<file path="config.mk">
export PLATFORM = sky130hd
export DESIGN_NAME = hazard_scoreboard
export DESIGN_NICKNAME = d
export VERILOG_FILES = /design/src/rtl/hazard_scoreboard.sv
export SDC_FILE = /design/constraint.sdc
export NUM_CORES = 1
export LEC_CHECK = 0
export BUFFER_PORTS_ARGS = -buffer_cell sky130_fd_sc_hd__buf_2
export CAP_MARGIN = 10
export CORE_ASPECT_RATIO = 0.7
export CORE_MARGIN = 4
export CORE_UTILIZATION = 57
export CTS_BUF_LIST = sky130_fd_sc_hd__clkbuf_8 sky130_fd_sc_hd__clkbuf_16
export CTS_CLUSTER_DIAMETER = 200
export DETAILED_ROUTE_END_ITERATION = 8
export GPL_TIMING_DRIVEN = 1
export PLACE_DENSITY_LB_ADDON = 0.12
export SETUP_SLACK_MARGIN = 0.1
export SYNTH_ARGS = -nofsm -noshare
export SYNTH_HDL_FRONTEND = slang
export SYNTH_SLANG_ARGS = --single-unit
</file>
<file path="constraint.sdc">
create_clock -name clk -period 3.4 [get_ports clk]
set_clock_uncertainty 0.15 [all_clocks]
set_input_delay 0.68 -clock clk [delete_from_list [all_inputs] [get_ports clk]]
set_output_delay 0.68 -clock clk [all_outputs]
set_load 0.03 [all_outputs]
</file>
<file path="src/rtl/hazard_scoreboard.sv">
// hazard_scoreboard
//
// Interlock controller for the 5-stage pipeline. A shift-register
// scoreboard tracks the destination registers of in-flight instructions.
// Entry 0 is EX and entry DEPTH-1 is WB. The scoreboard is compared
// against the decode-stage source operands. On a RAW hazard the block
// stalls fetch/decode and injects bubbles into ID/EX. There is no
// forwarding, so a stall lasts until the producer leaves the compared set.
//
// Parameters:
//   DEPTH      scoreboard entries (2..4)
//   WB_BYPASS  1: the WB entry is excluded from the compare because the
//              register file writes before it reads
//   CNT_W      width of the saturating stall counter
//
// Ports:
//   clk, rst_n          clock, asynchronous active-low reset
//   id_valid            decode stage holds a real instruction
//   id_rs/id_rs_valid   decode source Rs and its read enable
//   id_rt/id_rt_valid   decode source Rt and its read enable
//   id_rd/id_rd_valid   decode destination and its write enable
//   flush               kill the decode instruction (taken branch in EX)
//   freeze              global pipeline hold
//   stall               hold PC and IF/ID this cycle
//   bubble              load a NOP into ID/EX at the next edge
//   inflight_mask       one-hot OR of valid scoreboard destinations
//   stall_count         saturating count of hazard-stall cycles

module hazard_scoreboard #(
    parameter int DEPTH     = 3,
    parameter int WB_BYPASS = 1,
    parameter int CNT_W     = 16
) (
    input  logic             clk,
    input  logic             rst_n,
    input  logic             id_valid,
    input  logic [2:0]       id_rs,
    input  logic             id_rs_valid,
    input  logic [2:0]       id_rt,
    input  logic             id_rt_valid,
    input  logic [2:0]       id_rd,
    input  logic             id_rd_valid,
    input  logic             flush,
    input  logic             freeze,
    output logic             stall,
    output logic             bubble,
    output logic [7:0]       inflight_mask,
    output logic [CNT_W-1:0] stall_count
);

    // With write-before-read in the register file, the WB entry can never
    // cause a hazard, so it is left out of the compare.
    localparam int CMP_N = (WB_BYPASS != 0) ? DEPTH - 1 : DEPTH;

    logic [DEPTH-1:0]      valid_q, valid_d;
    logic [DEPTH-1:0][2:0] dest_q, dest_d;
    logic [CNT_W-1:0]      stall_count_q, stall_count_d;

    logic match;
    logic hazard;
    logic [7:0] mask;

    // Source-operand compare against the older in-flight writers. A decode
    // instruction is never in the scoreboard itself, so it cannot hazard on
    // its own destination.
    always_comb begin
        match = 1'b0;
        mask  = 8'd0;
        for (int i = 0; i < DEPTH; i++) begin
            if (valid_q[i]) begin
                mask = mask | (8'd1 << dest_q[i]);
                if (i < CMP_N) begin
                    if ((id_rs_valid && (dest_q[i] == id_rs)) ||
                        (id_rt_valid && (dest_q[i] == id_rt))) begin
                        match = 1'b1;
                    end
                end
            end
        end
        hazard = id_valid && !flush && match;
    end

    assign stall         = hazard;
    assign bubble        = (hazard || flush) && !freeze;
    assign inflight_mask = mask;
    assign stall_count   = stall_count_q;

    // Freeze holds everything and outranks hazard and flush. Otherwise the
    // scoreboard advances one stage; the decode instruction enters only if
    // it actually issues (no hazard, not flushed) and writes a register.
    always_comb begin
        valid_d       = valid_q;
        dest_d        = dest_q;
        stall_count_d = stall_count_q;
        if (!freeze) begin
            for (int i = DEPTH - 1; i >= 1; i--) begin
                valid_d[i] = valid_q[i-1];
                dest_d[i]  = dest_q[i-1];
            end
            if (id_valid && id_rd_valid && !hazard && !flush) begin
                valid_d[0] = 1'b1;
                dest_d[0]  = id_rd;
            end else begin
                valid_d[0] = 1'b0;
                dest_d[0]  = 3'd0;
            end
            if (hazard && (stall_count_q != {CNT_W{1'b1}})) begin
                stall_count_d = stall_count_q + CNT_W'(1);
            end
        end
    end

    always_ff @(posedge clk or negedge rst_n) begin
        if (!rst_n) begin
            valid_q       <= '0;
            dest_q        <= '0;
            stall_count_q <= '0;
        end else begin
            valid_q       <= valid_d;
            dest_q        <= dest_d;
            stall_count_q <= stall_count_d;
        end
    end

endmodule

</file>
==> results of run 1 <==
==> cell usage in the layout (no fill, tap or decap), types with 4 or more instances in the layout <==
master	Yosys	final
mux2_2	8	8
xor2_1	11	11
clkbuf_8	0	4
nor4_1	4	4
nand2_1	12	12
nor2_1	8	8
nor2b_1	8	8
dfrtp_1	28	28
buf_2	3	42
xnor2_1	15	15
nand3_1	16	16
nand4_1	10	10
inv_1	4	4
nor3_2	4	4
==> layer usage <==
layer	global-route usage, %	part of all wire [%]
met3	4.10	5.3
met5	0	0
met2	34.1	47
met4	5.42	0.61
met1	28.4	47
==> flip-flops by register name, indices dropped and copies added (netlist names) <==
register / flops
stall_count: 16
dest_q: 9
valid_q: 3
==> cell families after synthesis <==
logic type | Yosys count
AOI/OAI and AO/OA | 11
xor gates and xnor gates | 27
adders and majority gates | 1
buffers and inverters | 14
DFF | 28
muxes | 9
and+or+nand+nor | 78
==> synthesized netlist by cell type <==
library cell / n
dfrtp_1: 28
nand3_1: 16
xnor2_1: 15
nand2_1: 12
xor2_1: 11
nand4_1: 10
mux2_2: 8
nor2_1: 8
nor2b_1: 8
buf_6: 4
inv_1: 4
nor3_2: 4
nor4_1: 4
a22o_1: 3
buf_2: 3
clkbuf_1: 3
nand3b_1: 3
nand4b_1: 3
a22oi_1: 2
a32oi_1: 2
and3_1: 2
nor3b_1: 2
a211oi_2: 1
a21o_1: 1
a21oi_4: 1
ha_1: 1
mux2_1: 1
nand3_2: 1
nand4_2: 1
nor2_2: 1
nor3_1: 1
nor4_4: 1
o21ba_2: 1
or2_2: 1
xnor2_2: 1
==> area by class of cell <==
class,instances,area [µm²]
multi-input cells,126,933
fillers,232,883
flip-flops and latches,28,701
repair buffers,42,210
clock buffers,4,55.1
well taps,36,45.0
inverters,4,15.0
==> where the power goes <==
part / internal [mW] / switching, mW
Sequential: 0.344 / 0.0237
Combinational: 0.0392 / 0.0504
Clock: 0.104 / 0.0965
Total: 0.486 / 0.171
==> final timing paths <==
path                                 start              end  slack (ns)  depth (start not counted)
min                                  rst_n  stall_count[11]        0.26                          1
max reg2reg                 stall_count[0]   stall_count[1]        1.02                          6
max in group asynchronous            rst_n   stall_count[2]        2.45                          1
min in group clk           stall_count[15]  stall_count[15]        0.37                          1
min reg2reg                stall_count[15]  stall_count[15]        0.37                          1
max                              dest_q[5]           bubble        0.62                          7
==> out/qor.yml, run 1 <==
drive_gt1_share_pct: 32.8
utilization_pct: 68.9
dieArea_um2: 3980
max_cap_violations: 0
grt_antenna_before_repair: 0
numClockSinks: 28
cp_slowest_stage_delay_ns: 0.54
cp-end-kind: "output pin"
synth_area_leaders: "dfrtp_1, xnor2_1, xor2_1"
dr.pass1.iters: 4
dp_cells: 236
p_leak_nw: 1.01
setup_viol: 0
power_density_nw_per_um2: 335
synth_top_family_by_area: "simple AND/OR/NAND/NOR gates"
synth_compound_area_share_pct: 6.11
synth_top_area_share_pct: 40.7
via_count: 1381
dieWidth_um: 73.7
finalSetupTns_ns: 0
synth_xor_area_share_pct: 14.2
io_pins: 43
crit_required_ns: 2.57
die_y_um: 54.0
nets: 223
ant_nets: 0
synth.ff_latch_count: 28
syn_nets: 186
seq_area_frac_synth_pct: 40.7
root_buffer: "clkbuf_8"
crit_family: "flip-flops"
hold_buffers: 0
grt_start_max_net_pins: 29
rsz0062_at_grt: "false"
stdcell_area_um2: 1960
crit_fanout: 9
crit_arrival_ns: 1.95
remaining_drc_errors: 0
viasPerCell: 5.75
timing.final.crit_share_pct: 81.6
gp_congestion: 0.839
post_synth.cell_area_avg_um2: 10.2
max_freq_mhz: 360
relSlewSlack_pct: 59.8
finalNonFillerCells: 240
grt_pass1_wl_um: 6300
dpl_cell_area_um2: 1900
cts_max_level: 1
synth_cells: 168
grt-ovfl-total: 0
hold_violations: 0
wl_per_cell_um: 15.8
ys_types: 35
crit_slowest_cell: "dfrtp_1"
vdd_drop_max_v: 0.000263
rows: 16
place_hpwl_um: 2850
post_cts_buffers: 0
holdWs_ns: 0.257
initialDrtViolationCount: 60
synth_area_leader_cell: "dfrtp_1"
worst_pin_slew_ns: 0.603
clkTransAtPathRegs_ns: 0.09
num_antenna_cells: 0
syn_area_um2: 1720
cts_buffers: 3
period_needed_ns: 2.78
worstSetupStartpointType: "flop"
port_buffers: 42
cts_tree: "yes"
muxShareOfSynthArea_pct: 5.89
finalMaxSlewViolations: 0
crit_path_cell_trace: "xnor2_1 -> nand4_1 -> nand2_1 -> a22oi_1 -> nor2b_1 -> o21ba_2 -> buf_2"
grt_pass1_vias: 1352
cp_num_buf_inv: 1
start_util_pct: 60.5
clockBufferDepth: 2
setup_ws_ns: 0.625
outcome: "finished, final reports clean"
pre_cts_slack_ns: 0.714
grt_usage_pct: 20.8
crit_type: "reg -> out"
synthSimpleGateAreaFrac_pct: 27.3
p_total_uw: 657
wirelength_um: 3790
insertion_delay_ns: 0.27
syn_to_final_growth_pct: 13.9
ys_warn_count: 0
core_area_um2: 2840
cts_resized: 0
synthAdderAreaFrac_pct: 0.727
hp-class: "in -> async"
No activity file was read; power rests on OpenSTA's default activity.
==> run 2, diff against run 1 <==
--- a/config.mk
+++ b/config.mk
@@ -5,11 +5,12 @@
 export SDC_FILE = /design/constraint.sdc
 export NUM_CORES = 1
 export LEC_CHECK = 0
+export ABC_AREA = 1
 export BUFFER_PORTS_ARGS = -buffer_cell sky130_fd_sc_hd__buf_2
 export CAP_MARGIN = 10
 export CORE_ASPECT_RATIO = 0.7
 export CORE_MARGIN = 4
-export CORE_UTILIZATION = 57
+export CORE_UTILIZATION = 54
 export CTS_BUF_LIST = sky130_fd_sc_hd__clkbuf_8 sky130_fd_sc_hd__clkbuf_16
 export CTS_CLUSTER_DIAMETER = 200
 export DETAILED_ROUTE_END_ITERATION = 8
==> constraint.sdc (replaced) <==
create_clock -name clk -period 2.9 [get_ports clk]
set_clock_uncertainty 0.15 [all_clocks]
set_input_delay 0.58 -clock clk [delete_from_list [all_inputs] [get_ports clk]]
set_output_delay 0.58 -clock clk [all_outputs]
set_load 0.03 [all_outputs]
==> out/qor.yml, run 2 <==
nets: 355
layout_commonest_cell: "nand2_1"
timing.final.crit_share_pct: 87.6
synthArstFlopShare_pct: 100
finalNonFillerCells: 386
io_pins: 43
p_leak_nw: 1.22
dpl_cell_area_um2: 2190
synth_common_cells: "nand2_1, nor2_1, inv_1"
p_seq_share_pct: 54.1
finalMaxSlewViolations: 0
crit_path_cell_trace: "inv_2 -> nand2_1 -> nand2_1 -> nor2_1 -> nand2_1 -> nand2_1 -> nand2_2 -> nand2_4 -> nand2_1 -> a21oi_1 -> buf_2"
swShare_pct: 28.5
wirelength_um: 4850
fillers: 335
holdWs_ns: 0.160
crit_type: "reg -> out"
hold_violations: 0
synth_area_leaders: "dfrtp_1, nand2_1, nand4_1"
post_synth.cell_area_avg_um2: 6.58
gp_congestion: 0.893
insertion_delay_ns: 0.27
cts_buffers: 3
synth.ff_latch_count: 28
highest_layer: "met3"
synth-edff-count: 0
crit_arrival_ns: 1.81
via_count: 2024
rr_startpoint: "dest_q[5]"
crit_slowest_cell: "dfrtp_1"
grt_antenna_before_repair: 0
worstSetupStartpointType: "flop"
core_area_um2: 3510
initialDrtViolationCount: 154
period_needed_ns: 2.54
power_switching_uw: 224
cp-end-kind: "output pin"
internal-power_uw: 561
remaining_drc_errors: 0
rsz0062_at_grt: "false"
outcome: "finished, final reports clean"
wl_per_cell_um: 12.6
root_buffer: "clkbuf_8"
cp_slowest_stage_delay_ns: 0.51
syn_nets: 316
met2_length_um: 2010
synth_top_area_share_pct: 35.7
synth_area_leader_cell: "dfrtp_1"
ys_types: 27
crit_family: "simple AND/OR/NAND/NOR gates"
critPathMostFrequentCell: "nand2_1"
wl_met3_um: 326
cts_max_level: 1
crit_fanout: 8
cts_resized: 0
grt_usage_pct: 21.9
hp-class: "in -> async"
numClockSinks: 28
ant_nets: 0
grt_start_max_net_pins: 29
dp_cells: 382
drive_gt1_share_pct: 17.3
ys_warn_count: 0
start_util_pct: 55.8
setup_viol: 0
final_cell_mix: "nand2_1, buf_2, nor2_1"
synthFlopType: "dfrtp_1"
cp_num_buf_inv: 2
synth.most_common_cell: "nand2_1"
syn_to_final_growth_pct: 14.5
grt_pass1_wl_um: 8160
worstReg2RegEnd: "stall_count[8]"
p_clk_share_pct: 30.4
max_freq_mhz: 394
dieWidth_um: 80.0
crit_required_ns: 2.17
clockBufferDepth: 2
stdcell_area_um2: 2250
vdd_drop_max_v: 0.000243
worst_pin_slew_ns: 0.623
critPathLaunch: "dest_q[5]"
relSlewSlack_pct: 58.5
port_buffers: 42
grt-ovfl-total: 0
power_frac_comb_pct: 15.4
largest_reg_flops: 16
r2r_slack_ns: 0.88
cts_tree: "yes"
p_total_uw: 785
place_hpwl_um: 3590
r2r_cells: 12
max_cap_violations: 0
dieArea_um2: 4670
clkTransAtPathRegs_ns: 0.09
post_cts_buffers: 0
synth_cells: 298
power_density_nw_per_um2: 349
die_y_um: 58.4
rows: 18
grt_pass1_vias: 1686
syn_area_um2: 1960
hold_buffers: 0
seq_area_frac_synth_pct: 35.7
viasPerCell: 5.24
num_antenna_cells: 0
m1WireLength_um: 2510
dr.pass1.iters: 5
finalSetupTns_ns: 0
## run 2: cells by family after synthesis
family	after synthesis	synth area share, %
XOR/XNOR	9	4.02
flip-flops	28	35.7
AO/OA/AOI/OAI	24	7.91
buffers and inverters	43	9.25
AND/OR/NAND/NOR	193	42.4
adder cells (fa/ha/maj)	1	0.638
## run 2: worst max path at each step
| stage | end | slack [ns] | cells after the start |
|---|---|---|---|
| detailed placement | bubble | 0.55 | 12 |
| finish | bubble | 0.36 | 11 |
| CTS | bubble | 0.35 | 11 |
| global placement | bubble | 0.59 | 12 |
| floorplan | bubble | 0.52 | 9 |
| global route | bubble | 0.18 | 11 |
## run 2: worst reg2reg max path, stage by stage (launching register included)
cell and delay, ns:
dfrtp_1 0.51, inv_2 0.12, nand2_1 0.08, nand2_1 0.05
nor2_1 0.10, nand2_1 0.06, nand2_1 0.07, nand2_2 0.06
nand2_4 0.08, buf_4 0.23, nand3_4 0.23, nand2_1 0.13
nand2_1 0.05
## run 2: power by group through the flow
stage                     sequential, mW  clock, mW  combinational [mW]
after floorplan                    0.430          0              0.0781
after global placement             0.432          0               0.118
after detailed placement           0.432          0               0.121
after CTS                          0.425      0.249               0.122
after global routing               0.428      0.267               0.136
final                              0.425      0.239               0.121
## run 2: through the flow
step / utilization, % / worst slack [ns]
2_1_floorplan: - / 0.518
4_1_cts: 63.9 / 0.352
3_3_place_gp: 62.4 / 0.590
5_1_grt: 63.9 / 0.184
3_5_place_dp: 62.4 / 0.549
6_report: 63.9 / 0.360
## run 2: cell type report
class | count | area [µm²] | area share, %
clock buffers | 4 | 55.1 | 2.45
multi-input cells | 227 | 1080 | 48.0
well taps | 50 | 62.6 | 2.79
inverters | 33 | 124 | 5.52
flip-flops and latches | 28 | 701 | 31.2
repair buffers | 44 | 225 | 10.0
## run 2: metal layers
layer  GRT usage [%]  vias up
li1                -     1040
met1            35.6      919
met2            31.0       65
met3            4.28        0
met4            1.20        0
met5               0        -
